==> src/rtl/nco_pkg.sv <==
// Shared constants for the multi-channel NCO: waveform select codes and default widths.
package nco_pkg;

  localparam logic [1:0] WAVE_OFF    = 2'b00;
  localparam logic [1:0] WAVE_SQUARE = 2'b01;
  localparam logic [1:0] WAVE_SAW    = 2'b10;
  localparam logic [1:0] WAVE_TRI    = 2'b11;

  localparam int DEF_NUM_CH  = 4;
  localparam int DEF_PHASE_W = 16;
  localparam int DEF_FTW_W   = 16;
  localparam int DEF_OUT_W   = 8;
  localparam int DEF_AMP_W   = 6;

  // enable_in to valid_out delay, in clock edges
  localparam int VALID_DEPTH = 3;

endpackage

==> src/rtl/nco_channel.sv <==
// One NCO channel: config registers, phase accumulator, registered wave gen and amplitude scale.
// Optional per-channel phase offset is compiled in with NCO_PHASE_OFFSET_EN.
module nco_channel
  import nco_pkg::*;
#(
  parameter int PHASE_W = DEF_PHASE_W,
  parameter int FTW_W   = DEF_FTW_W,
  parameter int OUT_W   = DEF_OUT_W,
  parameter int AMP_W   = DEF_AMP_W
) (
  input  logic                    i_clk,
  input  logic                    i_rst,
  input  logic                    i_enable,
  input  logic                    i_sync,
  input  logic                    i_we,
  input  logic [FTW_W-1:0]        i_ftw,
  input  logic [1:0]              i_wavesel,
  input  logic [AMP_W-1:0]        i_amp,
`ifdef NCO_PHASE_OFFSET_EN
  input  logic [PHASE_W-1:0]      i_poff,
`endif
  output logic signed [OUT_W-1:0] o_wave
);

  localparam int PROD_W = OUT_W + AMP_W + 1;

  logic [FTW_W-1:0]        r_ftw;
  logic [1:0]              r_wavesel;
  logic [AMP_W-1:0]        r_amp;
  logic [PHASE_W-1:0]      r_phase;
  logic signed [OUT_W-1:0] r_wave;
  logic signed [OUT_W-1:0] r_out;

  logic [PHASE_W-1:0]      w_poff;
  logic [PHASE_W-1:0]      w_ftw_ext;
  logic [PHASE_W-1:0]      w_gen_phase;
  logic [PHASE_W-1:0]      w_gen_phase_unused;
  logic [OUT_W-1:0]        w_tri;
  logic signed [OUT_W-1:0] w_wave_nxt;
  logic signed [PROD_W-1:0] w_wave_ext;
  logic signed [PROD_W-1:0] w_amp_ext;
  logic signed [PROD_W-1:0] w_prod;
  logic [PROD_W-1:0]       w_prod_unused;

  always_ff @(posedge i_clk or posedge i_rst) begin
    if (i_rst) begin
      r_ftw     <= '0;
      r_wavesel <= WAVE_OFF;
      r_amp     <= '0;
    end else if (i_we) begin
      r_ftw     <= i_ftw;
      r_wavesel <= i_wavesel;
      r_amp     <= i_amp;
    end
  end

`ifdef NCO_PHASE_OFFSET_EN
  logic [PHASE_W-1:0] r_poff;

  always_ff @(posedge i_clk or posedge i_rst) begin
    if (i_rst)     r_poff <= '0;
    else if (i_we) r_poff <= i_poff;
  end

  assign w_poff = r_poff;
`else
  assign w_poff = '0;
`endif

  assign w_ftw_ext = PHASE_W'(r_ftw);

  // Disable dominates sync; both park the accumulator at zero.
  always_ff @(posedge i_clk or posedge i_rst) begin
    if (i_rst)                     r_phase <= '0;
    else if (!i_enable || i_sync)  r_phase <= '0;
    else                           r_phase <= r_phase + w_ftw_ext;
  end

  assign w_gen_phase        = r_phase + w_poff;
  assign w_gen_phase_unused = w_gen_phase;

  always_comb begin
    w_tri = w_gen_phase[PHASE_W-2 -: OUT_W];
    if (w_gen_phase[PHASE_W-1]) w_tri = ~w_tri;
    w_wave_nxt = '0;
    case (r_wavesel)
      WAVE_OFF:    w_wave_nxt = '0;
      WAVE_SQUARE: w_wave_nxt = w_gen_phase[PHASE_W-1] ? {1'b1, {(OUT_W-1){1'b0}}}
                                                       : {1'b0, {(OUT_W-1){1'b1}}};
      WAVE_SAW:    w_wave_nxt = {~w_gen_phase[PHASE_W-1], w_gen_phase[PHASE_W-2 -: OUT_W-1]};
      WAVE_TRI:    w_wave_nxt = {~w_tri[OUT_W-1], w_tri[OUT_W-2:0]};
      default:     w_wave_nxt = '0;
    endcase
  end

  // Unsigned amp as a non-negative signed operand; product can never overflow PROD_W.
  assign w_wave_ext    = {{(AMP_W+1){r_wave[OUT_W-1]}}, r_wave};
  assign w_amp_ext     = {{(OUT_W+1){1'b0}}, r_amp};
  assign w_prod        = w_wave_ext * w_amp_ext;
  assign w_prod_unused = w_prod;

  always_ff @(posedge i_clk or posedge i_rst) begin
    if (i_rst) begin
      r_wave <= '0;
      r_out  <= '0;
    end else begin
      r_wave <= w_wave_nxt;
      r_out  <= w_prod[AMP_W +: OUT_W];
    end
  end

  assign o_wave = r_out;

endmodule

==> src/rtl/nco_multi_ch.sv <==
// Multi-channel NCO top: config write decode, shared sync/enable, valid delay line, output packing.
// Build option NCO_PHASE_OFFSET_EN adds the cfg_poff_in per-channel phase offset port.
module nco_multi_ch
  import nco_pkg::*;
#(
  parameter int NUM_CH  = DEF_NUM_CH,
  parameter int PHASE_W = DEF_PHASE_W,
  parameter int FTW_W   = DEF_FTW_W,
  parameter int OUT_W   = DEF_OUT_W,
  parameter int AMP_W   = DEF_AMP_W,
  localparam int CH_W   = (NUM_CH > 1) ? $clog2(NUM_CH) : 1
) (
  input  logic                     clk_in,
  input  logic                     rst_in,
  input  logic                     enable_in,
  input  logic                     sync_in,
  input  logic                     cfg_we_in,
  input  logic [CH_W-1:0]          cfg_ch_in,
  input  logic [FTW_W-1:0]         cfg_ftw_in,
  input  logic [1:0]               cfg_wavesel_in,
  input  logic [AMP_W-1:0]         cfg_amp_in,
`ifdef NCO_PHASE_OFFSET_EN
  input  logic [PHASE_W-1:0]       cfg_poff_in,
`endif
  output logic [NUM_CH*OUT_W-1:0]  wave_out,
  output logic                     valid_out
);

  logic [VALID_DEPTH-1:0] r_valid_sr;

  for (genvar k = 0; k < NUM_CH; k++) begin : g_ch
    logic w_we;

    // Indices at or beyond NUM_CH match no channel, so such writes are dropped.
    assign w_we = cfg_we_in && (cfg_ch_in == CH_W'(k));

    nco_channel #(
      .PHASE_W (PHASE_W),
      .FTW_W   (FTW_W),
      .OUT_W   (OUT_W),
      .AMP_W   (AMP_W)
    ) u_ch (
      .i_clk     (clk_in),
      .i_rst     (rst_in),
      .i_enable  (enable_in),
      .i_sync    (sync_in),
      .i_we      (w_we),
      .i_ftw     (cfg_ftw_in),
      .i_wavesel (cfg_wavesel_in),
      .i_amp     (cfg_amp_in),
`ifdef NCO_PHASE_OFFSET_EN
      .i_poff    (cfg_poff_in),
`endif
      .o_wave    (wave_out[k*OUT_W +: OUT_W])
    );
  end

  always_ff @(posedge clk_in or posedge rst_in) begin
    if (rst_in) r_valid_sr <= '0;
    else        r_valid_sr <= {r_valid_sr[VALID_DEPTH-2:0], enable_in};
  end

  assign valid_out = r_valid_sr[VALID_DEPTH-1];

endmodule

==> config.mk <==
export PLATFORM = sky130hd
export DESIGN_NAME = nco_multi_ch
export DESIGN_NICKNAME = d
export VERILOG_FILES = /design/src/rtl/nco_pkg.sv /design/src/rtl/nco_channel.sv /design/src/rtl/nco_multi_ch.sv
export SDC_FILE = /design/constraint.sdc
export NUM_CORES = 1
export LEC_CHECK = 0
export CAP_MARGIN = 30
export CORE_UTILIZATION = 64
export CTS_BUF_LIST = sky130_fd_sc_hd__clkbuf_2
export DETAILED_ROUTE_END_ITERATION = 7
export PLACE_DENSITY_LB_ADDON = 0.05
export SETUP_SLACK_MARGIN = 0.5
export SYNTH_ARGS = -nofsm -noshare
export SYNTH_HDL_FRONTEND = slang
export SYNTH_HIERARCHICAL = 1
export SYNTH_SLANG_ARGS = --single-unit
==> constraint.sdc <==
create_clock -name clk_in -period 5.9 [get_ports clk_in]
set_input_delay 1.77 -clock clk_in [delete_from_list [all_inputs] [get_ports clk_in]]
set_output_delay 1.77 -clock clk_in [all_outputs]
set_load 0.005 [all_outputs]
# Word level (Yosys, flattened, before mapping)
# Cells that the tools add are included.
# word_totals
reg_bits	227
inputBits	31
output_inout_bits	33
word_cells	87
# op_classes
addsub	4
multipliers	4
eq_ne	15
mux	16
n_bitwise	12
reduce_logical	11
# ops
cell	count
$pmux W8 S4	4
$add A16 B16 Y16	4
$mux W16	4
$mux W8	8
$mul A8 B7 Y14	4
$not A8 Y8	4
$eq A2 B2 Y1 const B	10
$eq A2 B1 Y1 const B	5
$logic_not A2 Y1	5
$not A1 Y1	8
$logic_and A1 B1 Y1	4
$logic_not A1 Y1	1
$logic_or A1 B1 Y1	1

# Logic depth before layout (Yosys ltp)
# Gate-level depths: netlist of the first run.
# logic_depth
ltp_word	4
mapped_depth	17
mapped_depth_nobuf	17

# Cells and area by module
# Netlist of the first run, hierarchy kept.
# by_module_without_submodules
mod	n_inst	cells_each	area_per_inst_um2	seq_area_each_um2
nco_channel (g_ch[2].u_ch ...)	2	421	4342.9	1401.3
nco_channel (g_ch[1].u_ch)	1	429	4395.5	1401.3
nco_channel (g_ch[0].u_ch)	1	421	4354.2	1401.3
nco_multi_ch	1	8	116.4	75.1

# Worst setup path after synthesis of the first run
# Ideal clock, no wire load.
# synth_timing
path_kind	reg2reg
start	register g_ch[2].u_ch.r_amp[1]
end	register g_ch[2].u_ch.r_out[5]
setup_time_ns	0.090
arrival_time_ns	4.132
t_required_ns	5.810
path_slack_ns	1.679
path_stages_with_launch	17
cell_sequence	dfrtp_1 and2_1 fa_1 inv_1 fa_1 inv_1 fa_1 inv_1 fa_1 inv_1 ha_1 o21ai_0 nand2b_1 and3_4 a31o_1 or4b_1 o2111ai_1
# synth_between
elab_chain_len	1
# synth_rtl
item	line_no	rtl
from (decl)	nco_channel.sv:29	logic [AMP_W-1:0] r_amp;
from (signal assigned)	nco_channel.sv:53	r_amp <= i_amp;
$mul A8 B7 Y14	nco_channel.sv:99	assign w_prod = w_wave_ext * w_amp_ext;
named net g_ch[2].u_ch.w_prod[11]	nco_channel.sv:42	logic signed [PROD_W-1:0] w_prod;
to (signal assigned)	nco_channel.sv:108	r_out <= w_prod[AMP_W +: OUT_W];
to (decl)	nco_channel.sv:32	logic signed [OUT_W-1:0] r_out;
# The timed path passes the listed nets, and every way through them passes these cells.
# A chain may end at the register's enable or synchronous reset.

# Worst setup path after layout of the first run
# layout_timing
start	register g_ch[0].u_ch.r_amp[3]
end	register g_ch[0].u_ch.r_out[6]
# layout_between
elab_chain_len	1
# layout_rtl
item	line_no
from (decl)	nco_channel.sv:29
from (signal assigned)	nco_channel.sv:53
$mul A8 B7 Y14	nco_channel.sv:99
named net g_ch[0].u_ch.w_prod[12]	nco_channel.sv:42
to (signal assigned)	nco_channel.sv:108
to (decl)	nco_channel.sv:32
# The timed path passes the listed nets, and every way through them passes these cells.

==> impl_metrics.csv, run 1 <==
group,metric,value,unit
power,ir_worst_vdd,0.2902,mV
critical_path,cp.depth,15,
synthesis,synth_edf_count,0,
sta,tightest_slew,0.9601,ns
min_path,hold_path_startpoint,"r_valid_sr[0]",
floorplan,rows,60,
floorplan,die_w,167.6,um
critical_path,critical_path.cell_chain,"and2_1, fa_1, inv_1, fa_1, inv_1, fa_1, inv_1, fa_1, inv_1, ha_1, o21ai_0, a21oi_1, o311ai_0, and2_1, o311ai_1",
floorplan,core_area,26950,sq um
cts,hold_buffers,0,
critical_path,path_buf_inv,4,
critical_path,critPathTopFamily,"adder cells",
floorplan,design.portCount,64,
sta,hold_slack,0.3670,ns
finish,drive_gt1_share,11.50,%
placement,placed_cells_incl_taps,2081,
route,drt_first_pass_iters,5,
synthesis,avgSynthCellArea,10.32,sq um
critical_path,r2r-start,"g_ch[0].u_ch/r_amp[3]",
finish,fin_nets,2124,
sta,tns,0,ns
critical_path,critPathMaxFanout,9,
placement,place_hpwl,27680,um
critical_path,cpPeakStageDelay,0.54,ns
grt,antenna_found_initial,1,
run,cap_violations,0,
sta,relSlewSlack,35.86,%
synthesis,ys_dominant_reg_cell,"dfrtp_1",
route,viasPerCell,5.755,
cts,cts_tree,"done",
placement,numPortBuffers,63,
finish,area_growth,8.747,%
cts,cts_setup_buffers,0,
finish,fin_cells,2185,
route,final_antenna_net_count,0,
run_status,status,"finished clean",
sta,fmax,0.2216,GHz
cts,clk_pin_slew,0.09,ns
sta,min_period,4.513,ns
floorplan,die_area,28090,sq um
cts,cts_sinks,227,
critical_path,critPathArrivalTime,5.22,ns
critical_path,endpoint_kind,"flop",
critical_path,setup.worst_path.start,"g_ch[0].u_ch/r_amp[3]",
cts,clk_latency,0.91,ns
floorplan,initial_utilization,65.13,%
route,wl_per_cell,16.65,um
grt,grt_pass1_wl,62070,um
synthesis,ys_ff_latch,227,
floorplan,die_h,167.6,um
critical_path,path_class,"flop to flop",
critical_path,cp-start-kind,"flop",
cts,cts-root-buf,"clkbuf_2",
critical_path,cp-endpoint,"g_ch[0].u_ch/o_wave[6]",
sta,fin_crit_sh,76.49,%
grt,grt_overflow_total,0,
cts,ctsResizeCount,0,
synthesis,synthArstFlopShare,100.0,%
cts,cts_max_level,2,
sta,setup_viol_count_final,0,
cts,cts-buffers-inserted,59,
synthesis,synth-seq-area-share,32.36,%
finish,num-fill-cells,2086,
synthesis,netlist_instances,1700,
synthesis,syn_nets,2023,
grt,grt_max_degree,38,
critical_path,r2r_cells,15,
route,drt-total-wl,36380,um
route,drc,0,
power,p_per_area,499.0,nW/um^2
placement,place_congestion,0.9030,
synthesis,synth.cell_area,17550,sq um
critical_path,cpMaxStageDelayCell,"fa_1",
synthesis,yosysWarnings,6,
route,vias,12570,
critical_path,required,6.60,ns
sta,drv_slew,0,
critical_path,ff2ff_setup_slack,1.39,ns
min_path,hold_class,"flop to flop",
power,p_leak,9.120,nW
route,drt_iter0_drc,800,
finish,final_util,70.82,%
grt,first_global_vias,12900,
sta,hold_violations,0,
grt,grtUsageTotal,27.58,%
critical_path,rr_endpoint,"g_ch[0].u_ch/o_wave[6]",
synthesis,ys_types,69,
sta,rsz0062_at_grt,"false",
cts,clk_path_buf_depth,3,
sta,clock_skew,0.08773,ns
## power breakdown
group	total [W]	leakage, nW	switching (W)	internal, W
clock network	0.00105	0.390	0.000663	0.000391
registers	0.00236	2.81	0.000360	0.00200
logic	0.00611	5.92	0.00323	0.00288
total	0.00952	9.12	0.00426	0.00527
## per-layer routing
metal / part of all wire [%] / vias up / track usage (%)
met5: 0 / - / 0
li1: - / 6008 / -
met2: 48 / 267 / 46.14
met3: 5.0 / 61 / 4.916
met1: 45 / 6238 / 36.94
met4: 2.0 / 0 / 7.898
## synth_stat cells, drive strengths merged, types with 3 or more instances
cell type,n,share of area [%]
a311oi,3,0.15
nand3,26,0.74
nand4,9,0.39
a21oi,60,1.8
mux2i,12,0.68
o2111ai,8,0.40
dfrtp,227,32
nor2b,12,0.43
a32o,24,1.4
a21o,25,1.1
nand3b,6,0.26
buf,8,0.17
nor3,14,0.40
nand2b,16,0.57
o21ai,73,2.1
nor4,7,0.25
mux2,92,5.9
nor3b,3,0.16
inv,207,4.4
xor2,28,1.4
clkbuf,23,0.49
ha,160,11
and2,147,5.2
and3,15,0.60
o21a,5,0.21
a211oi,19,0.84
o311ai,3,0.15
a31oi,13,0.46
xnor2,55,2.7
nor2,71,1.5
nand2,110,2.4
o211ai,17,0.78
o21bai,5,0.21
fa,132,15
or3,33,1.2
## flip-flops by register name (all words and copies together), names as in the netlist
signal	flops
g_ch.u_ch/r_wavesel	8
g_ch.u_ch/r_phase	64
g_ch.u_ch/o_wave	32
g_ch.u_ch/r_wave	32
g_ch.u_ch/r_amp	24
g_ch.u_ch/r_ftw	64
r_valid_sr	3
## cell families after synthesis
family | after synthesis | share of synthesized area, %
buffers and inverters | 238 | 5.090
multiplexers | 104 | 6.587
adder cells (fa/ha/maj) | 292 | 26.46
AO/OA/AOI/OAI | 277 | 10.80
XOR/XNOR | 83 | 4.142
flip-flops | 227 | 32.36
AND/OR/NAND/NOR | 479 | 14.56
## stage by stage
step	setup slack (ns)	cell area, sq um	power, W
detailed placement	1.381	18580	0.008501
finish	1.387	19090	0.009524
global placement	1.554	18550	0.008221
global route	1.084	19090	0.01067
floorplan	1.679	17550	0.007111
CTS	1.359	19080	0.009615
## area by class of cell
cell class	instances	area (sq um)	share of cell area (%)
clock buffers	86	430.4	2.255
flip-flops and latches	227	5680	29.76
repair buffers	71	710.7	3.723
well taps	341	426.7	2.235
inverters	207	777.0	4.071
diodes	1	2.502	0.01311
multi-input cells	1235	10980	57.55
clock inverters	17	75.07	0.3933
## how the worst min path moves through the flow
stage                               end  depth (start not counted)  slack (ns)
after floorplan           r_valid_sr[1]                          0        0.33
after global placement    r_valid_sr[1]                          0        0.34
after detailed placement  r_valid_sr[1]                          0        0.34
after CTS                 r_valid_sr[1]                          0        0.37
after global routing      r_valid_sr[1]                          0        0.39
final                     r_valid_sr[1]                          0        0.37
## cell usage in the layout (no fill, tap or decap), types with 7 or more instances in the layout
master and instances:
a32o_1 24, nand2b_1 16, and2_1 146, nand2_1 110, o21ai_0 71, nand3_1 26, and3_1 12, buf_4 7
a21oi_1 56, o2111ai_1 8, mux2_2 92, a31oi_1 13, xor2_1 28, nor2_1 71, clkdlybuf4s50_1 63, nor2b_1 12
a21o_1 25, fa_1 132, nor3_1 14, xnor2_1 55, clkbuf_2 86, mux2i_1 12, o211ai_1 15, dfrtp_1 227
inv_1 203, or3_1 33, clkinv_1 13, nor4_1 7, ha_1 160, a211oi_1 18, nand4_1 7
Power figures use the tool's default switching activity.
==> run 2, diff against run 1 <==
--- a/config.mk
+++ b/config.mk
@@ -6,7 +6,7 @@
 export NUM_CORES = 1
 export LEC_CHECK = 0
 export CAP_MARGIN = 30
-export CORE_UTILIZATION = 64
+export CORE_UTILIZATION = 58
 export CTS_BUF_LIST = sky130_fd_sc_hd__clkbuf_2
 export DETAILED_ROUTE_END_ITERATION = 7
 export PLACE_DENSITY_LB_ADDON = 0.05
==> constraint.sdc (replaced) <==
create_clock -name clk_in -period 3.9 [get_ports clk_in]
set_input_delay 1.17 -clock clk_in [delete_from_list [all_inputs] [get_ports clk_in]]
set_output_delay 1.17 -clock clk_in [all_outputs]
set_load 0.005 [all_outputs]
==> run 2 against run 1 <==
Via count up 4.7%; combinational power is 120% higher; global-route usage is 1.3 points lower; largest power group unchanged; the run now ends with negative setup slack left; utilization up 0.67 points; non-clock buffer count increased by 138; flip-flop and latch count is the same; critical path type unchanged; largest cell class unchanged.
==> impl_metrics.csv, run 2 (same netlist as run 1, synthesis figures left out) <==
group,metric,value,unit
placement,placed_cells_incl_taps,2233,
power,ir_worst_vdd,0.5945,mV
finish,ff_latch_area,5694,sq um
power,p_leak,9.946,nW
critical_path,cp-start-kind,"flop",
finish,area_growth,21.04,%
grt,grtUsageTotal,26.33,%
power,combPwrFrac,72.5,%
route,drt_first_pass_iters,5,
route,dr_wl_met2,19050,um
floorplan,die_area,30960,sq um
critical_path,cpPeakStageDelay,0.50,ns
placement,numPortBuffers,63,
run_status,status,"complete, but fails checks",
cts,cts-buffers-inserted,60,
cts,cts_sinks,227,
finish,drive_gt1_share,25.35,%
finish,reg_top3,"g_ch.u_ch/r_ftw (64), g_ch.u_ch/r_phase (64)",
power,p_sw,0.008076,W
critical_path,required,4.68,ns
finish,multiInputGateArea,11910,sq um
cts,cts-root-buf,"clkbuf_2",
critical_path,critPathTopFamily,"adder cells",
route,vias,13170,
sta,setup_viol_count_final,16,
cts,clk_pin_slew,0.12,ns
route,drt-total-wl,39400,um
floorplan,rows,63,
run,cap_violations,0,
cts,hold_buffers,0,
grt,grt_overflow_total,0,
route,met1_length,17720,um
cts,cts_tree,"done",
sta,fin_crit_sh,106.3,%
route,route.met3.wl,1730,um
critical_path,ff2ff_setup_slack,-0.25,ns
finish,num-fill-cells,2211,
sta,worst_slack,-0.2455,ns
power,p_clk_share,8.9,%
sta,drv_slew,0,
min_path,hold_class,"flop to flop",
finish,fin_cells,2380,
floorplan,design.portCount,64,
route,top_layer,"met4",
critical_path,cp.depth,16,
grt,antenna_found_initial,4,
sta,clock_skew,0.04943,ns
critical_path,critPathArrivalTime,4.92,ns
placement,place_hpwl,28830,um
sta,fmax,0.2412,GHz
sta,relSlewSlack,51.46,%
critical_path,endpoint_kind,"flop",
route,drt_iter0_drc,632,
power,power,0.01891,W
route,viasPerCell,5.532,
critical_path,worst_path_most_repeated_cell,"fa_1",
critical_path,cp-endpoint,"g_ch[2].u_ch/o_wave[5]",
power,power_frac_seq,18.6,%
route,final_antenna_net_count,0,
finish,mostFrequentLayoutCells,"dfrtp_1 (216), inv_1 (191), and2_1 (132), ha_1 (129), fa_1 (125)",
route,wl_per_cell,16.56,um
finish,final_util,71.49,%
cts,clk_path_buf_depth,3,
floorplan,die_w,176.0,um
critical_path,setup.worst_path.start,"g_ch[2].u_ch/r_amp[1]",
finish,final_common_cell,"dfrtp_1",
critical_path,critical_path.cell_chain,"and2_4, fa_1, inv_1, fa_1, inv_1, fa_1, inv_1, fa_1, inv_2, ha_4, o21ai_2, nand2b_1, and3_4, a31o_1, or4b_4, o2111ai_2",
sta,hold_violations,0,
cts,cts_max_level,2,
grt,first_global_vias,13600,
critical_path,rr_endpoint,"g_ch[2].u_ch/o_wave[5]",
grt,grt_pass1_wl,65120,um
floorplan,initial_utilization,59.06,%
critical_path,path_buf_inv,4,
critical_path,critPathMaxFanout,4,
placement,place_congestion,0.8571,
critical_path,cpMaxStageDelayCell,"fa_1",
critical_path,r2r-start,"g_ch[2].u_ch/r_amp[1]",
sta,min_period,4.145,ns
route,drc,0,
floorplan,die_h,176.0,um
critical_path,r2r_cells,16,
finish,fin_nets,2263,
sta,rsz0062_at_grt,"true",
power,power.internal,0.01084,W
power,p_per_area,890.2,nW/um^2
power,swShare,42.70,%
placement,dpl_cell_area,19570,sq um
finish,stdcell_area,21240,sq um
grt,grt_max_degree,57,
cts,clk_latency,0.87,ns
floorplan,core_area,29720,sq um
sta,tightest_slew,0.7281,ns
sta,tns,-1.546,ns
run_status,violations,"negative setup slack",
critical_path,path_class,"flop to flop",
==> run 2: changes by cell type in the layout (fill, tap and decap cells not counted), moves of 11 or more <==
cell / before / now
a21oi_1: 56 / 38
and2_4: 0 / 14
dfrtp_2: 0 / 11
inv_2: 4 / 17
buf_6: 0 / 24
ha_4: 0 / 28
inv_1: 203 / 191
buf_4: 7 / 122
ha_1: 160 / 129
nand2_1: 110 / 97
dfrtp_1: 227 / 216
and2_1: 146 / 132
==> run 2: area by class of cell <==
class                      count  share of cell area [%]
antenna                        2                 0.02356
clock buffer                  85                   2.002
clock inverter                25                  0.6066
inverter                     207                   3.657
multi-input combinational   1235                   56.06
sequential                   227                   26.80
tap                          390                   2.297
timing repair buffer         209                   8.552
==> run 2: power by group through the flow <==
stage / logic, W / registers [W] / clock network (W)
floorplan: 0.00773 / 0.00343 / 0
global placement: 0.0106 / 0.00353 / 0
detailed placement: 0.0109 / 0.00355 / 0
CTS: 0.0126 / 0.00350 / 0.00174
global route: 0.0153 / 0.00359 / 0.00186
finish: 0.0137 / 0.00352 / 0.00167
==> run 2: repair_timing <==
| item | CTS | global route |
|---|---|---|
| pin swaps | 58 | 60 |
| resized for setup | 91 | 75 |
| setup endpoints to repair | 31 | 32 |
| setup buffers | 27 | 8 |
==> run 2: how the worst min path moves through the flow <==
stage               depth (start not counted)            end  slack [ns]           from
floorplan                                   0  r_valid_sr[1]        0.33  r_valid_sr[0]
global route                                0  r_valid_sr[2]        0.35  r_valid_sr[1]
detailed placement                          0  r_valid_sr[1]        0.34  r_valid_sr[0]
CTS                                         0  r_valid_sr[2]        0.34  r_valid_sr[1]
global placement                            0  r_valid_sr[1]        0.34  r_valid_sr[0]
finish                                      0  r_valid_sr[2]        0.32  r_valid_sr[1]
==> run 2: layer usage <==
metal,global-route usage [%],vias up
li1,-,6309
met1,34.98,6559
met2,44.63,230
met3,4.242,68
met4,7.391,0
met5,0,-
==> run 2: through the flow <==
step | hold slack [ns] | setup WS [ns]
detailed placement | 0.3395 | -0.2583
CTS | 0.3423 | -0.2021
floorplan | 0.3312 | -0.1839
global placement | 0.3378 | -0.1967
global route | 0.3548 | -0.3666
finish | 0.3236 | -0.2455
